[src/rtl/config_shift_engine.sv]
// Serial configuration shifter: optional chip reset pulse, MSB-first bit-banged
// frame on p_sck/p_sda, then a capture strobe and a one-cycle done pulse.
module config_shift_engine #(
  parameter int unsigned NBYTES     = 12,
  parameter int unsigned CLKDIV     = 4,
  parameter int unsigned RST_CYCLES = 8
) (
  input  logic                  clkin,
  input  logic                  rst,
  input  logic                  start,
  input  logic                  do_reset,
  input  logic [NBYTES*8-1:0]   cfg_data,
  output logic                  p_sck,
  output logic                  p_sda,
  output logic                  p_scapt,
  output logic                  p_reset,
  output logic                  busy,
  output logic                  done
);

  localparam int unsigned NBITS   = NBYTES * 8;
  localparam int unsigned BCW     = $clog2(NBITS + 1);
  localparam int unsigned CNT_MAX = (CLKDIV > RST_CYCLES) ? CLKDIV : RST_CYCLES;
  localparam int unsigned CW      = $clog2(CNT_MAX + 1);

  typedef enum logic [2:0] {
    IDLE, RSTPULSE, SLOW, SHIGH, CAPT, DONE
  } state_t;

  state_t             state_q, state_d;
  logic [CW-1:0]      cnt_q, cnt_d;
  logic [BCW-1:0]     bitcnt_q, bitcnt_d;
  logic [NBITS-1:0]   shreg_q, shreg_d;
  logic               start_q;
  logic               p_sck_q, p_sda_q, p_scapt_q, p_reset_q, busy_q, done_q;
  logic               p_sck_d, p_sda_d, p_scapt_d, p_reset_d, busy_d, done_d;

  always_ff @(posedge clkin or posedge rst) begin
    if (rst) begin
      state_q   <= IDLE;
      cnt_q     <= '0;
      bitcnt_q  <= '0;
      shreg_q   <= '0;
      start_q   <= 1'b1;
      p_sck_q   <= 1'b0;
      p_sda_q   <= 1'b0;
      p_scapt_q <= 1'b0;
      p_reset_q <= 1'b0;
      busy_q    <= 1'b0;
      done_q    <= 1'b0;
    end else begin
      state_q   <= state_d;
      cnt_q     <= cnt_d;
      bitcnt_q  <= bitcnt_d;
      shreg_q   <= shreg_d;
      start_q   <= start;
      p_sck_q   <= p_sck_d;
      p_sda_q   <= p_sda_d;
      p_scapt_q <= p_scapt_d;
      p_reset_q <= p_reset_d;
      busy_q    <= busy_d;
      done_q    <= done_d;
    end
  end

  // Next state; cnt_q counts cycles spent in the current state
  always_comb begin
    state_d  = state_q;
    cnt_d    = cnt_q + CW'(1);
    bitcnt_d = bitcnt_q;
    shreg_d  = shreg_q;
    unique case (state_q)
      IDLE: begin
        cnt_d = '0;
        if (start && !start_q) begin
          shreg_d  = cfg_data;
          bitcnt_d = '0;
          state_d  = do_reset ? RSTPULSE : SLOW;
        end
      end
      RSTPULSE: begin
        if (cnt_q == CW'(RST_CYCLES - 1)) begin
          state_d = SLOW;
          cnt_d   = '0;
        end
      end
      SLOW: begin
        if (cnt_q == CW'(CLKDIV - 1)) begin
          state_d = SHIGH;
          cnt_d   = '0;
        end
      end
      SHIGH: begin
        if (cnt_q == CW'(CLKDIV - 1)) begin
          shreg_d  = shreg_q << 1;
          bitcnt_d = bitcnt_q + BCW'(1);
          state_d  = (bitcnt_q == BCW'(NBITS - 1)) ? CAPT : SLOW;
          cnt_d    = '0;
        end
      end
      CAPT: begin
        if (cnt_q == CW'(CLKDIV - 1)) begin
          state_d = DONE;
          cnt_d   = '0;
        end
      end
      DONE: begin
        state_d = IDLE;
        cnt_d   = '0;
      end
      default: begin
        state_d = IDLE;
        cnt_d   = '0;
      end
    endcase
  end

  // Outputs are decoded from the next state so the pins line up with state_q
  always_comb begin
    p_sck_d   = (state_d == SHIGH);
    p_sda_d   = ((state_d == SLOW) || (state_d == SHIGH)) && shreg_d[NBITS-1];
    p_scapt_d = (state_d == CAPT);
    p_reset_d = (state_d == RSTPULSE);
    busy_d    = (state_d != IDLE);
    done_d    = (state_d == DONE);
  end

  assign p_sck   = p_sck_q;
  assign p_sda   = p_sda_q;
  assign p_scapt = p_scapt_q;
  assign p_reset = p_reset_q;
  assign busy    = busy_q;
  assign done    = done_q;

endmodule

[config.mk]
export PLATFORM = sky130hd
export DESIGN_NAME = config_shift_engine
export DESIGN_NICKNAME = d
export VERILOG_FILES = /design/src/rtl/config_shift_engine.sv
export SDC_FILE = /design/constraint.sdc
export NUM_CORES = 1
export LEC_CHECK = 0
export BUFFER_PORTS_ARGS = -buffer_cell sky130_fd_sc_hd__buf_2
export CAP_MARGIN = 30
export CELL_PAD_IN_SITES_DETAIL_PLACEMENT = 0
export CELL_PAD_IN_SITES_GLOBAL_PLACEMENT = 1
export CORE_ASPECT_RATIO = 0.7
export CORE_MARGIN = 1
export CORE_UTILIZATION = 42
export CTS_BUF_LIST = sky130_fd_sc_hd__clkbuf_16
export DETAILED_ROUTE_END_ITERATION = 10
export PLACE_DENSITY_LB_ADDON = 0.2
export SYNTH_ARGS = -nofsm -noshare
export SYNTH_HDL_FRONTEND = slang
export SYNTH_SLANG_ARGS = --single-unit
[constraint.sdc]
create_clock -name clkin -period 4.95 [get_ports clkin]
set_clock_uncertainty 0.1 [all_clocks]
set_input_delay 0.99 -clock clkin [delete_from_list [all_inputs] [get_ports clkin]]
set_output_delay 0.99 -clock clkin [all_outputs]
set_load 0.01 [all_outputs]
==> reports/summary.txt, run 1 <==
PortBufs -> 105
worst hold start -> cnt_q[0]
number of DRC markers after the initial detailed-route iteration -> 276
Post-Syn Area -> 5087 um^2
power density over the cells -> 349.0 nW/um^2
worst setup timing slack at the placement stage -> 2.084 ns
commonest cells after routing, fill and taps aside -> sky130_fd_sc_hd__dfrtp_1 (116), sky130_fd_sc_hd__buf_2 (105), sky130_fd_sc_hd__nor2_1 (56), sky130_fd_sc_hd__o21ai_1 (50)
initial antenna violation count -> 0
outcome -> finished clean
Worst Setup Start Kind -> register
post-synth cell types -> 45
CTS buffer count -> 17
global-route met2 utilization -> 0.3064
ports placed on the boundary -> 106
depth of the CTS H-tree -> 4
total negative slack for setup checks -> 0 ns
data required time of the critical path -> 5.13 ns
Yosys reg bits -> 117
vias after detailed routing -> 4061
critical setup path kind -> register to register
pin slew with the least headroom to its limit -> 0.8966 ns
Reg area -> 2929 um^2
Resized cells post-CTS -> 0
Post-CTS Hold Fix Bufs -> 0
unrepaired setup endpoints after global routing -> no
met3 track demand over resource -> 0.05502
worst slew slack as a fraction of its limit -> 0.4023
cell count of the worst reg-to-reg path -> 7
wire per inst -> 16.80 um
clock net sink count -> 117
final critical path time including I/O delays and setup -> 2.879 ns
DRC -> 0
final instance count without filler cells -> 745
post-route ant nets -> 0
synthesized netlist cell count -> 479
CTS tree -> done
core outline area -> 11770 um^2
Synth top area share -> 0.5706
average cell area after synthesis -> 10.62 um^2
Clk pin slew, worst setup/hold paths -> 0.05 ns
total number of placement rows -> 33
highest clock rate -> 347.4 MHz
Die Footprint -> 12560 um^2
max-cap check violation count -> 0
layout cells sized above 1 -> 0.2585
beginning of the worst register-to-register path -> cnt_q[0]
number of cells traversed by the worst hold path -> 1
capture point of the worst reg-to-reg path -> shreg_q[15]
Warnings, synthesis -> 0
layout-stage area growth over the synthesis result -> 23.54%
syn_nets -> 581
Filler Cell Count -> 1063
largest fanout on the critical path -> 51
Synth area leaders -> sky130_fd_sc_hd__dfrtp_1 (57%), sky130_fd_sc_hd__a221o_1 (9.1%), sky130_fd_sc_hd__a22oi_1 (7.2%)
static power due to leakage -> 2.909 nW
smallest setup slack after layout -> 2.071 ns
post-detailed-routing wire length -> 12510 um
endpoint type of the worst setup path -> register
Placed Instances -> 712
asr flop ratio synth -> 1.000
type of the worst min-delay path -> register to register
Avg Vias per Cell -> 5.451
Total Routing Usage GR -> 0.2157
cell type with the highest aggregate area in the netlist -> sky130_fd_sc_hd__dfrtp_1
most frequently used flop master after synthesis -> sky130_fd_sc_hd__dfrtp_1
number of post-CTS setup repair buffers -> 0
gr ovfl total -> 0
number of detailed-routing iterations run before antenna repair -> 5
period utilization -> 0.5816
summed area of non-filler cells in the final layout -> 6285 um^2
half-perimeter wire length after placement -> 7574 um
placer congestion estimate -> 0.7284
CP arrival -> 3.06 ns
height of the chip -> 94.08 um
vias in the first global route -> 4020
setup slack, reg-to-reg -> 2.07 ns
sequential-to-total area share from yosys stat -> 0.5758
Placed Area -> 5692 um^2
Bufs on Longest Clock Path -> 2
most congested layer reported by global routing -> met1
worst ir drop on vdd -> 0.3061 mV
number of nets in the final layout -> 677
multi-input gate area in the final layout -> 1802 um^2
maximum number of pins on one net before global-route repair -> 102
routing usage on met1 -> 0.3151
hold endpoint -> cnt_q[0]
horizontal extent of the die -> 133.5 um
count of inserted antenna diode cells -> 0
final hold violations -> 0
clock latency on the worst-skew pair -> 0.41 ns
initial core utilization -> 0.4323
setup-violating endpoint count in the final report -> 0
Root Driver -> sky130_fd_sc_hd__clkbuf_16
max-slew violation count -> 0
global-route wire length before repair -> 20600 um
number of enable-type register cells in the synthesized netlist -> 0
leading cell type in the layout, fill and taps excluded -> sky130_fd_sc_hd__dfrtp_1
where the power goes:
part	leakage [nW]	switching (mW)	internal (mW)
Clock	0.263	0.439	0.732
Sequential	1.60	0.000106	0.958
Combinational	1.04	0.0354	0.0293
critical path: stages (launching register included):
cell                      delay (ns)
sky130_fd_sc_hd__dfrtp_1        0.37
sky130_fd_sc_hd__ha_1           0.29
sky130_fd_sc_hd__or3b_4         0.44
sky130_fd_sc_hd__nor2_4         0.08
sky130_fd_sc_hd__buf_4          0.53
sky130_fd_sc_hd__nor2_4         0.26
sky130_fd_sc_hd__buf_4          0.31
sky130_fd_sc_hd__a221o_1        0.34
worst max path at each step:
stage,endpoint,startpoint,slack (ns),depth (start not counted)
floorplan,bitcnt_q[0],rst,0.76,1
global placement,shreg_q[7],cnt_q[0],2.15,7
detailed placement,shreg_q[21],cnt_q[0],2.08,7
CTS,shreg_q[47],cnt_q[0],2.06,7
global route,shreg_q[15],cnt_q[0],1.89,7
finish,shreg_q[15],cnt_q[0],2.07,7
layer usage:
layer	up-vias	part of all wire
met1	1990	0.51
met4	0	0.012
met2	134	0.42
met3	17	0.062
met5	-	0
li1	1920	-
cell usage after synthesis (all sizes together), types with 3 or more instances:
master	number
a21oi	4
a221o	46
inv	49
nor2	58
buf	26
nand3	9
a22oi	49
o21ai	55
clkbuf	10
dfrtp	116
nand3b	3
nor2b	7
nand2	14
cell families after synthesis:
logic type / count (synthesis) / share of synthesized area
adder cells (fa/ha/maj): 2 / 0.004918
XOR/XNOR: 3 / 0.005166
AO/OA/AOI/OAI: 162 / 0.2349
flip-flops: 117 / 0.5758
buffers and inverters: 85 / 0.07305
multiplexers: 3 / 0.006149
AND/OR/NAND/NOR: 107 / 0.1001
metrics by stage:
stage               utilization  power [mW]  hold WS (ns)
floorplan                     -      0.9896        0.3322
global placement         0.4837       1.041        0.3438
detailed placement       0.4837       1.041        0.3622
CTS                      0.5317       2.214        0.3694
global route             0.5341       2.273        0.4075
finish                   0.5341       2.194        0.3624
flip-flops by register name (all words and copies together), names as in the netlist:
signal and count:
bitcnt_q 7, start_q 1, cnt_q 4, busy 1, p_sck 1, shreg_q 96
done 1, p_reset 1, p_scapt 1, p_sda 1, state_q 3
final cells by class:
class / instances / share of cell area
Clock buffer: 17 / 0.06769
Clock inverter: 15 / 0.02230
Inverter: 49 / 0.02966
Sequential cell: 117 / 0.4661
Timing Repair Buffer: 113 / 0.09636
Tap cell: 157 / 0.03126
Multi-Input combinational cell: 277 / 0.2867
Power figures use the tool's default switching activity.
==> inputs of run 2 (changes only) <==
--- a/config.mk
+++ b/config.mk
@@ -5,13 +5,14 @@
 export SDC_FILE = /design/constraint.sdc
 export NUM_CORES = 1
 export LEC_CHECK = 0
+export ABC_AREA = 1
 export BUFFER_PORTS_ARGS = -buffer_cell sky130_fd_sc_hd__buf_2
 export CAP_MARGIN = 30
 export CELL_PAD_IN_SITES_DETAIL_PLACEMENT = 0
 export CELL_PAD_IN_SITES_GLOBAL_PLACEMENT = 1
 export CORE_ASPECT_RATIO = 0.7
 export CORE_MARGIN = 1
-export CORE_UTILIZATION = 42
+export CORE_UTILIZATION = 41
 export CTS_BUF_LIST = sky130_fd_sc_hd__clkbuf_16
 export DETAILED_ROUTE_END_ITERATION = 10
 export PLACE_DENSITY_LB_ADDON = 0.2
==> constraint.sdc (replaced) <==
create_clock -name clkin -period 2.8 [get_ports clkin]
set_clock_uncertainty 0.1 [all_clocks]
set_input_delay 0.56 -clock clkin [delete_from_list [all_inputs] [get_ports clkin]]
set_output_delay 0.56 -clock clkin [all_outputs]
set_load 0.01 [all_outputs]
==> reports/summary.txt, run 2 <==
clock latency on the worst-skew pair -> 0.40 ns (about the same)
switching part of the total -> 0.2078 (-0.008654)
Post-Syn Area -> 5174 um^2 (+1.7%)
worst hold start -> start
beginning of the worst register-to-register path -> state_q[2]
post-detailed-routing wire length -> 11660 um (-6.8%)
highest clock rate -> 402.6 MHz (+16%)
vias in the first global route -> 3986 (-0.85%)
synthesized netlist cell count -> 558 (+16%)
unrepaired setup endpoints after global routing -> no
number of DRC markers after the initial detailed-route iteration -> 282 (+2.2%)
Root Driver -> sky130_fd_sc_hd__clkbuf_16
Warnings, synthesis -> 0 (unchanged)
clock network fraction of total power -> 0.527 (-0.007)
number of enable-type register cells in the synthesized netlist -> 0 (unchanged)
Bufs on Longest Clock Path -> 2 (unchanged)
Post-CTS Hold Fix Bufs -> 0 (unchanged)
pin slew with the least headroom to its limit -> 0.9742 ns (+0.07763 ns)
most frequent cells after synthesis -> sky130_fd_sc_hd__nand2_1 (220), sky130_fd_sc_hd__dfrtp_1 (116), sky130_fd_sc_hd__a22oi_1 (94)
worst slew slack as a fraction of its limit -> 0.3505 (-0.05175)
Die Footprint -> 13080 um^2 (+4.1%)
setup-violating endpoint count in the final report -> 0 (unchanged)
sw power -> 0.7931 mW (+67%)
data required time of the critical path -> 3.03 ns (-2.10 ns)
Worst Setup Start Kind -> register
total negative slack for setup checks -> 0 ns (unchanged)
capture point of the worst reg-to-reg path -> shreg_q[39]
commonest cells after routing, fill and taps aside -> sky130_fd_sc_hd__nand2_1 (220), sky130_fd_sc_hd__dfrtp_1 (116), sky130_fd_sc_hd__buf_2 (105), sky130_fd_sc_hd__a22oi_1 (94), sky130_fd_sc_hd__inv_1 (24)
CP arrival -> 2.71 ns (-0.35 ns)
post-route ant nets -> 0 (unchanged)
Yosys reg bits -> 117 (unchanged)
layout cells sized above 1 -> 0.2227 (-0.03578)
max-slew violation count -> 0 (unchanged)
PortBufs -> 105 (unchanged)
max-cap check violation count -> 0 (unchanged)
Synth top area share -> 0.5611 (-0.009521)
setup slack, reg-to-reg -> 0.32 ns (-1.75 ns)
number of post-CTS setup repair buffers -> 0 (unchanged)
gr ovfl total -> 0 (unchanged)
final critical path time including I/O delays and setup -> 2.484 ns (-0.3954 ns)
leading cell type by number of instances after synthesis -> sky130_fd_sc_hd__nand2_1
horizontal extent of the die -> 136.3 um (+2.0%)
total number of placement rows -> 33 (unchanged)
multi-input gate area in the final layout -> 1942 um^2 (+7.8%)
period utilization -> 0.8870 (+0.3054)
cell type with the highest aggregate area in the netlist -> sky130_fd_sc_hd__dfrtp_1
largest register by flop count -> shreg_q
static power due to leakage -> 3.490 nW (+20%)
overall power of the completed layout -> 3.817 mW (+74%)
vias after detailed routing -> 4198 (+3.4%)
global-route wire length before repair -> 18740 um (-9.0%)
CTS buffer count -> 17 (unchanged)
relative contribution of sequential cells to total power -> 0.444 (+0.007)
Largest regs -> shreg_q (96), bitcnt_q (7), cnt_q (4)
asr flop ratio synth -> 1.000 (unchanged)
hold endpoint -> start_q
number of cells traversed by the worst hold path -> 1 (unchanged)
syn_nets -> 660 (+14%)
Total Routing Usage GR -> 0.1882 (-0.02753)
sequential-to-total area share from yosys stat -> 0.5661 (-0.009607)
cell count of the worst reg-to-reg path -> 7 (unchanged)
worst ir drop on vdd -> 0.4477 mV (+46%)
clock net sink count -> 117 (unchanged)
placer congestion estimate -> 0.7718 (+6.0%)
final hold violations -> 0 (unchanged)
flip-flop count of the largest register, all copies and words added -> 96 (unchanged)
leading cell type in the layout, fill and taps excluded -> sky130_fd_sc_hd__nand2_1
most frequently used flop master after synthesis -> sky130_fd_sc_hd__dfrtp_1
Comb power frac -> 0.029 (about the same)
layout-stage area growth over the synthesis result -> 22.01%
half-perimeter wire length after placement -> 7396 um (-2.4%)
Clk pin slew, worst setup/hold paths -> 0.05 ns (about the same)
Internal -> 3.023 mW (+76%)
endpoint type of the worst setup path -> register
critical setup path kind -> register to register
number of nets in the final layout -> 759 (+12%)
power density over the cells -> 604.6 nW/um^2 (+73%)
largest fanout on the critical path -> 42 (-18%)
type of the worst min-delay path -> input port to register
post-synth cell types -> 23 (-49%)
Reg area -> 2929 um^2 (unchanged)
height of the chip -> 95.99 um (+2.0%)
DRC -> 0 (unchanged)
Avg Vias per Cell -> 5.070 (-7.0%)
Filler Cell Count -> 1146 (+7.8%)
Synth area leaders -> sky130_fd_sc_hd__dfrtp_1 (56%), sky130_fd_sc_hd__nand2_1 (16%), sky130_fd_sc_hd__a22oi_1 (14%)
initial antenna violation count -> 3 (+3)
CTS tree -> done
initial core utilization -> 0.4306 (-0.001729)
average cell area after synthesis -> 9.272 um^2 (-13%)
wire per inst -> 14.09 um (-16%)
ports placed on the boundary -> 106 (unchanged)
Resized cells post-CTS -> 0 (unchanged)
number of detailed-routing iterations run before antenna repair -> 4 (-1)
core outline area -> 12020 um^2 (+2.1%)
depth of the CTS H-tree -> 4 (unchanged)
outcome -> finished clean
maximum number of pins on one net before global-route repair -> 118 (+16%)
[run 2: area by class of cell]
class                      instances  share of cell area
sequential                       117              0.4640
multi-input combinational        385              0.3076
timing repair buffer             111             0.09435
clock buffer                      17             0.06739
tap                              157             0.03112
clock inverter                    14             0.01923
inverter                          25             0.01546
antenna                            2           0.0007929
[run 2: metal layers]
metal / up-vias / share of wire / track usage
met4: 0 / 0.0097 / 0.08056
met3: 8 / 0.071 / 0.06056
met2: 115 / 0.43 / 0.2703
met1: 1998 / 0.49 / 0.2604
met5: - / 0 / 0
li1: 2077 / - / -
[run 2: cells by family (layout without fill, tap and decap cells)]
kind of cell	Yosys count	in the layout	synth area share
simple gates	270	270	0.2143
flops	117	117	0.5661
buf+inv	56	167	0.05852
other cells	0	2	0
fa+ha+maj	2	2	0.004836
xor+xnor	1	1	0.001693
compound gates	112	112	0.1545
[run 2: worst max path at each step]
stage	from	to	cells past startpoint
floorplan	rst	bitcnt_q[0]	1
global placement	start	shreg_q[57]	7
detailed placement	start	shreg_q[39]	7
CTS	state_q[2]	shreg_q[39]	7
global route	state_q[2]	shreg_q[85]	7
finish	state_q[2]	shreg_q[39]	7
[run 2: power by group through the flow]
stage / Sequential [mW] / Combinational [mW] / Clock, mW
after floorplan: 1.72 / 0.0272 / 0
after global placement: 1.72 / 0.115 / 0
after detailed placement: 1.72 / 0.115 / 0
after CTS: 1.69 / 0.116 / 2.06
after global routing: 1.69 / 0.126 / 2.13
final: 1.69 / 0.112 / 2.01
[run 2: critical path, stage by stage (launching register included)]
cell and delay (ns):
sky130_fd_sc_hd__dfrtp_1 0.49, sky130_fd_sc_hd__nor2_2 0.19, sky130_fd_sc_hd__nand2_2 0.11, sky130_fd_sc_hd__nor2_8 0.29
sky130_fd_sc_hd__buf_4 0.44, sky130_fd_sc_hd__buf_4 0.48, sky130_fd_sc_hd__a22oi_1 0.17, sky130_fd_sc_hd__nand2_1 0.11
[run 2: stage by stage]
step / hold WS (ns) / utilization / cells / setup slack (ns) / instance area, um^2
CTS: 0.1578 / 0.5249 / 826 / 0.3066 / 6307
floorplan: 0.3331 / - / 558 / 0.7134 / 5177
finish: 0.1765 / 0.5254 / 828 / 0.3164 / 6312
detailed placement: 0.3590 / 0.4794 / 795 / 0.2783 / 5761
global route: 0.1545 / 0.5251 / 827 / 0.1424 / 6310
global placement: 0.3464 / 0.4778 / 794 / 0.3127 / 5741
==> inputs of run 3 (changes only) <==
--- a/config.mk
+++ b/config.mk
@@ -11,7 +11,7 @@
 export CELL_PAD_IN_SITES_DETAIL_PLACEMENT = 0
 export CELL_PAD_IN_SITES_GLOBAL_PLACEMENT = 1
 export CORE_ASPECT_RATIO = 0.7
-export CORE_MARGIN = 1
+export CORE_MARGIN = 3
 export CORE_UTILIZATION = 41
 export CTS_BUF_LIST = sky130_fd_sc_hd__clkbuf_16
 export DETAILED_ROUTE_END_ITERATION = 10
==> constraint.sdc (replaced) <==
create_clock -name clkin -period 2.35 [get_ports clkin]
set_clock_uncertainty 0.1 [all_clocks]
set_input_delay 0.47 -clock clkin [delete_from_list [all_inputs] [get_ports clkin]]
set_output_delay 0.47 -clock clkin [all_outputs]
set_load 0.01 [all_outputs]
==> reports/summary.txt, run 3 (synthesis results as in run 2) <==
unrepaired setup endpoints after global routing -> no
placer congestion estimate -> 0.8099 (+4.9%)
DRC -> 0 (unchanged)
pin slew with the least headroom to its limit -> 0.6208 ns (-0.3534 ns)
leading cell type in the layout, fill and taps excluded -> sky130_fd_sc_hd__nand2_1
Comb power frac -> 0.028 (about the same)
total number of placement rows -> 33 (unchanged)
Reg area -> 2929 um^2 (unchanged)
type of the worst min-delay path -> input port to register
outcome -> finished clean
height of the chip -> 99.99 um (+4.2%)
setup slack, reg-to-reg -> 0.42 ns (+0.10 ns)
layout-stage area growth over the synthesis result -> 23.89%
power density over the cells -> 750.9 nW/um^2 (+24%)
clock latency on the worst-skew pair -> 0.40 ns (about the same)
half-perimeter wire length after placement -> 7612 um (+2.9%)
multi-input gate area in the final layout -> 1942 um^2 (unchanged)
core outline area -> 12020 um^2 (unchanged)
initial antenna violation count -> 1 (-2)
Clk pin slew, worst setup/hold paths -> 0.06 ns (about the same)
largest register by flop count -> shreg_q
Resized cells post-CTS -> 0 (unchanged)
initial core utilization -> 0.4306 (unchanged)
CTS tree -> done
wire per inst -> 14.43 um (+2.4%)
kind of cell with the highest combined delay on the critical path -> simple AND/OR/NAND/NOR gates
gr ovfl total -> 0 (unchanged)
CP arrival -> 2.17 ns (-0.54 ns)
CTS buffer count -> 17 (unchanged)
vias after detailed routing -> 4202 (+0.095%)
smallest setup slack after layout -> 0.4214 ns (+0.1049 ns)
max-slew violation count -> 0 (unchanged)
horizontal extent of the die -> 140.3 um (+2.9%)
Placed Instances -> 795 (unchanged)
peak per-stage delay on the critical path -> 0.39 ns (-0.10 ns)
critical setup path kind -> register to register
ports placed on the boundary -> 106 (unchanged)
worst setup timing slack at the placement stage -> 0.3918 ns (+0.1135 ns)
final hold violations -> 0 (unchanged)
number of nets in the final layout -> 759 (unchanged)
data required time of the critical path -> 2.59 ns (-0.44 ns)
endpoint type of the worst setup path -> register
Internal -> 3.839 mW (+27%)
switching part of the total -> 0.2025 (-0.005304)
highest clock rate -> 518.5 MHz (+29%)
number of DRC markers after the initial detailed-route iteration -> 298 (+5.7%)
relative contribution of sequential cells to total power -> 0.419 (-0.025)
largest fanout on the critical path -> 39 (-7.1%)
clock network fraction of total power -> 0.553 (+0.026)
Largest regs -> shreg_q (96), bitcnt_q (7), cnt_q (4)
final critical path time including I/O delays and setup -> 1.929 ns (-0.5549 ns)
total negative slack for setup checks -> 0 ns (unchanged)
PortBufs -> 105 (unchanged)
depth of the CTS H-tree -> 4 (unchanged)
Total Routing Usage GR -> 0.1771 (-0.01104)
setup-violating endpoint count in the final report -> 0 (unchanged)
number of post-CTS setup repair buffers -> 0 (unchanged)
worst ir drop on vdd -> 0.4706 mV (+5.1%)
final core occ -> 0.5335 (+0.008122)
period utilization -> 0.8207 (-0.06630)
buffer and inverter count on the worst path -> 1 (-1)
CP dominant cell by count -> sky130_fd_sc_hd__nand2_1
Worst Setup Start Kind -> register
overall power of the completed layout -> 4.813 mW (+26%)
layout cells sized above 1 -> 0.2269 (+0.004145)
final instance count without filler cells -> 827 (-0.12%)
post-route ant nets -> 0 (unchanged)
Bufs on Longest Clock Path -> 2 (unchanged)
max-cap check violation count -> 0 (unchanged)
Avg Vias per Cell -> 5.081 (+0.22%)
worst-path cell with the longest stage delay -> sky130_fd_sc_hd__dfrtp_1
commonest cells after routing, fill and taps aside -> sky130_fd_sc_hd__nand2_1 (220), sky130_fd_sc_hd__dfrtp_1 (116), sky130_fd_sc_hd__buf_2 (105), sky130_fd_sc_hd__a22oi_1 (94), sky130_fd_sc_hd__inv_1 (22)
vias in the first global route -> 4264 (+7.0%)
flip-flop count of the largest register, all copies and words added -> 96 (unchanged)
clock net sink count -> 117 (unchanged)
global-route wire length before repair -> 20350 um (+8.6%)
number of detailed-routing iterations run before antenna repair -> 5 (+1)
Root Driver -> sky130_fd_sc_hd__clkbuf_16
Filler Cell Count -> 1102 (-3.8%)
Die Footprint -> 14020 um^2 (+7.2%)
static power due to leakage -> 3.524 nW (+0.98%)
Post-CTS Hold Fix Bufs -> 0 (unchanged)
post-detailed-routing wire length -> 11930 um (+2.3%)
count of inserted antenna diode cells -> 0 (-2)
sw power -> 0.9747 mW (+23%)
maximum number of pins on one net before global-route repair -> 118 (unchanged)
chain of cells forming the critical path -> ha_1 -> nand2_1 -> nor2_4 -> nor2_8 -> buf_12 -> nand2_1 -> nand2_1
worst slew slack as a fraction of its limit -> 0.5861 (+0.2356)
-- run 3: changes by cell type in the layout (fill, tap and decap cells not counted), sizes merged --
cell	delta
inv	-1
bufinv	+2
diode	-2
-- run 3: metal layers --
layer / vias up / wire length [um] / global-route usage
met3: 11 / 904 / 0.05905
met4: 2 / 93 / 0.05585
met2: 127 / 5164 / 0.2585
li1: 2080 / - / -
met5: - / 13 / 0
met1: 1982 / 5755 / 0.2513
-- run 3: cell type report --
class	count	share of cell area
Clock buffer	17	0.06637
Clock inverter	15	0.02908
Inverter	25	0.01523
Multi-Input combinational cell	385	0.3029
Sequential cell	117	0.4570
Tap cell	157	0.03065
Timing Repair Buffer	111	0.09877
-- run 3: stage by stage --
step / instance area [um^2] / hold WS [ns]
2_1_floorplan: 5177 / 0.3331
3_3_place_gp: 5798 / 0.3438
3_5_place_dp: 5798 / 0.3543
4_1_cts: 6410 / 0.06997
5_1_grt: 6410 / 0.07476
6_report: 6410 / 0.08888
-- run 3: power groups by stage --
| stage | Sequential, mW | Clock, mW | Combinational [mW] |
|---|---|---|---|
| 6_report | 2.02 | 2.66 | 0.133 |
| 4_1_cts | 2.02 | 2.72 | 0.138 |
| 3_5_place_dp | 2.05 | 0 | 0.136 |
| 5_1_grt | 2.02 | 2.81 | 0.150 |
| 3_3_place_gp | 2.05 | 0 | 0.137 |
| 2_1_floorplan | 2.05 | 0 | 0.0324 |
-- run 3: path summary, 6_finish.rpt --
check	startpoint	to	cells past startpoint
worst max-delay path	cnt_q[0]	shreg_q[31]	7
worst min-delay path	start	start_q	1
worst max register to register	cnt_q[0]	shreg_q[31]	7
worst min register to register	cnt_q[0]	cnt_q[0]	1
max in group asynchronous	rst	shreg_q[81]	3
min in group asynchronous	rst	shreg_q[48]	3
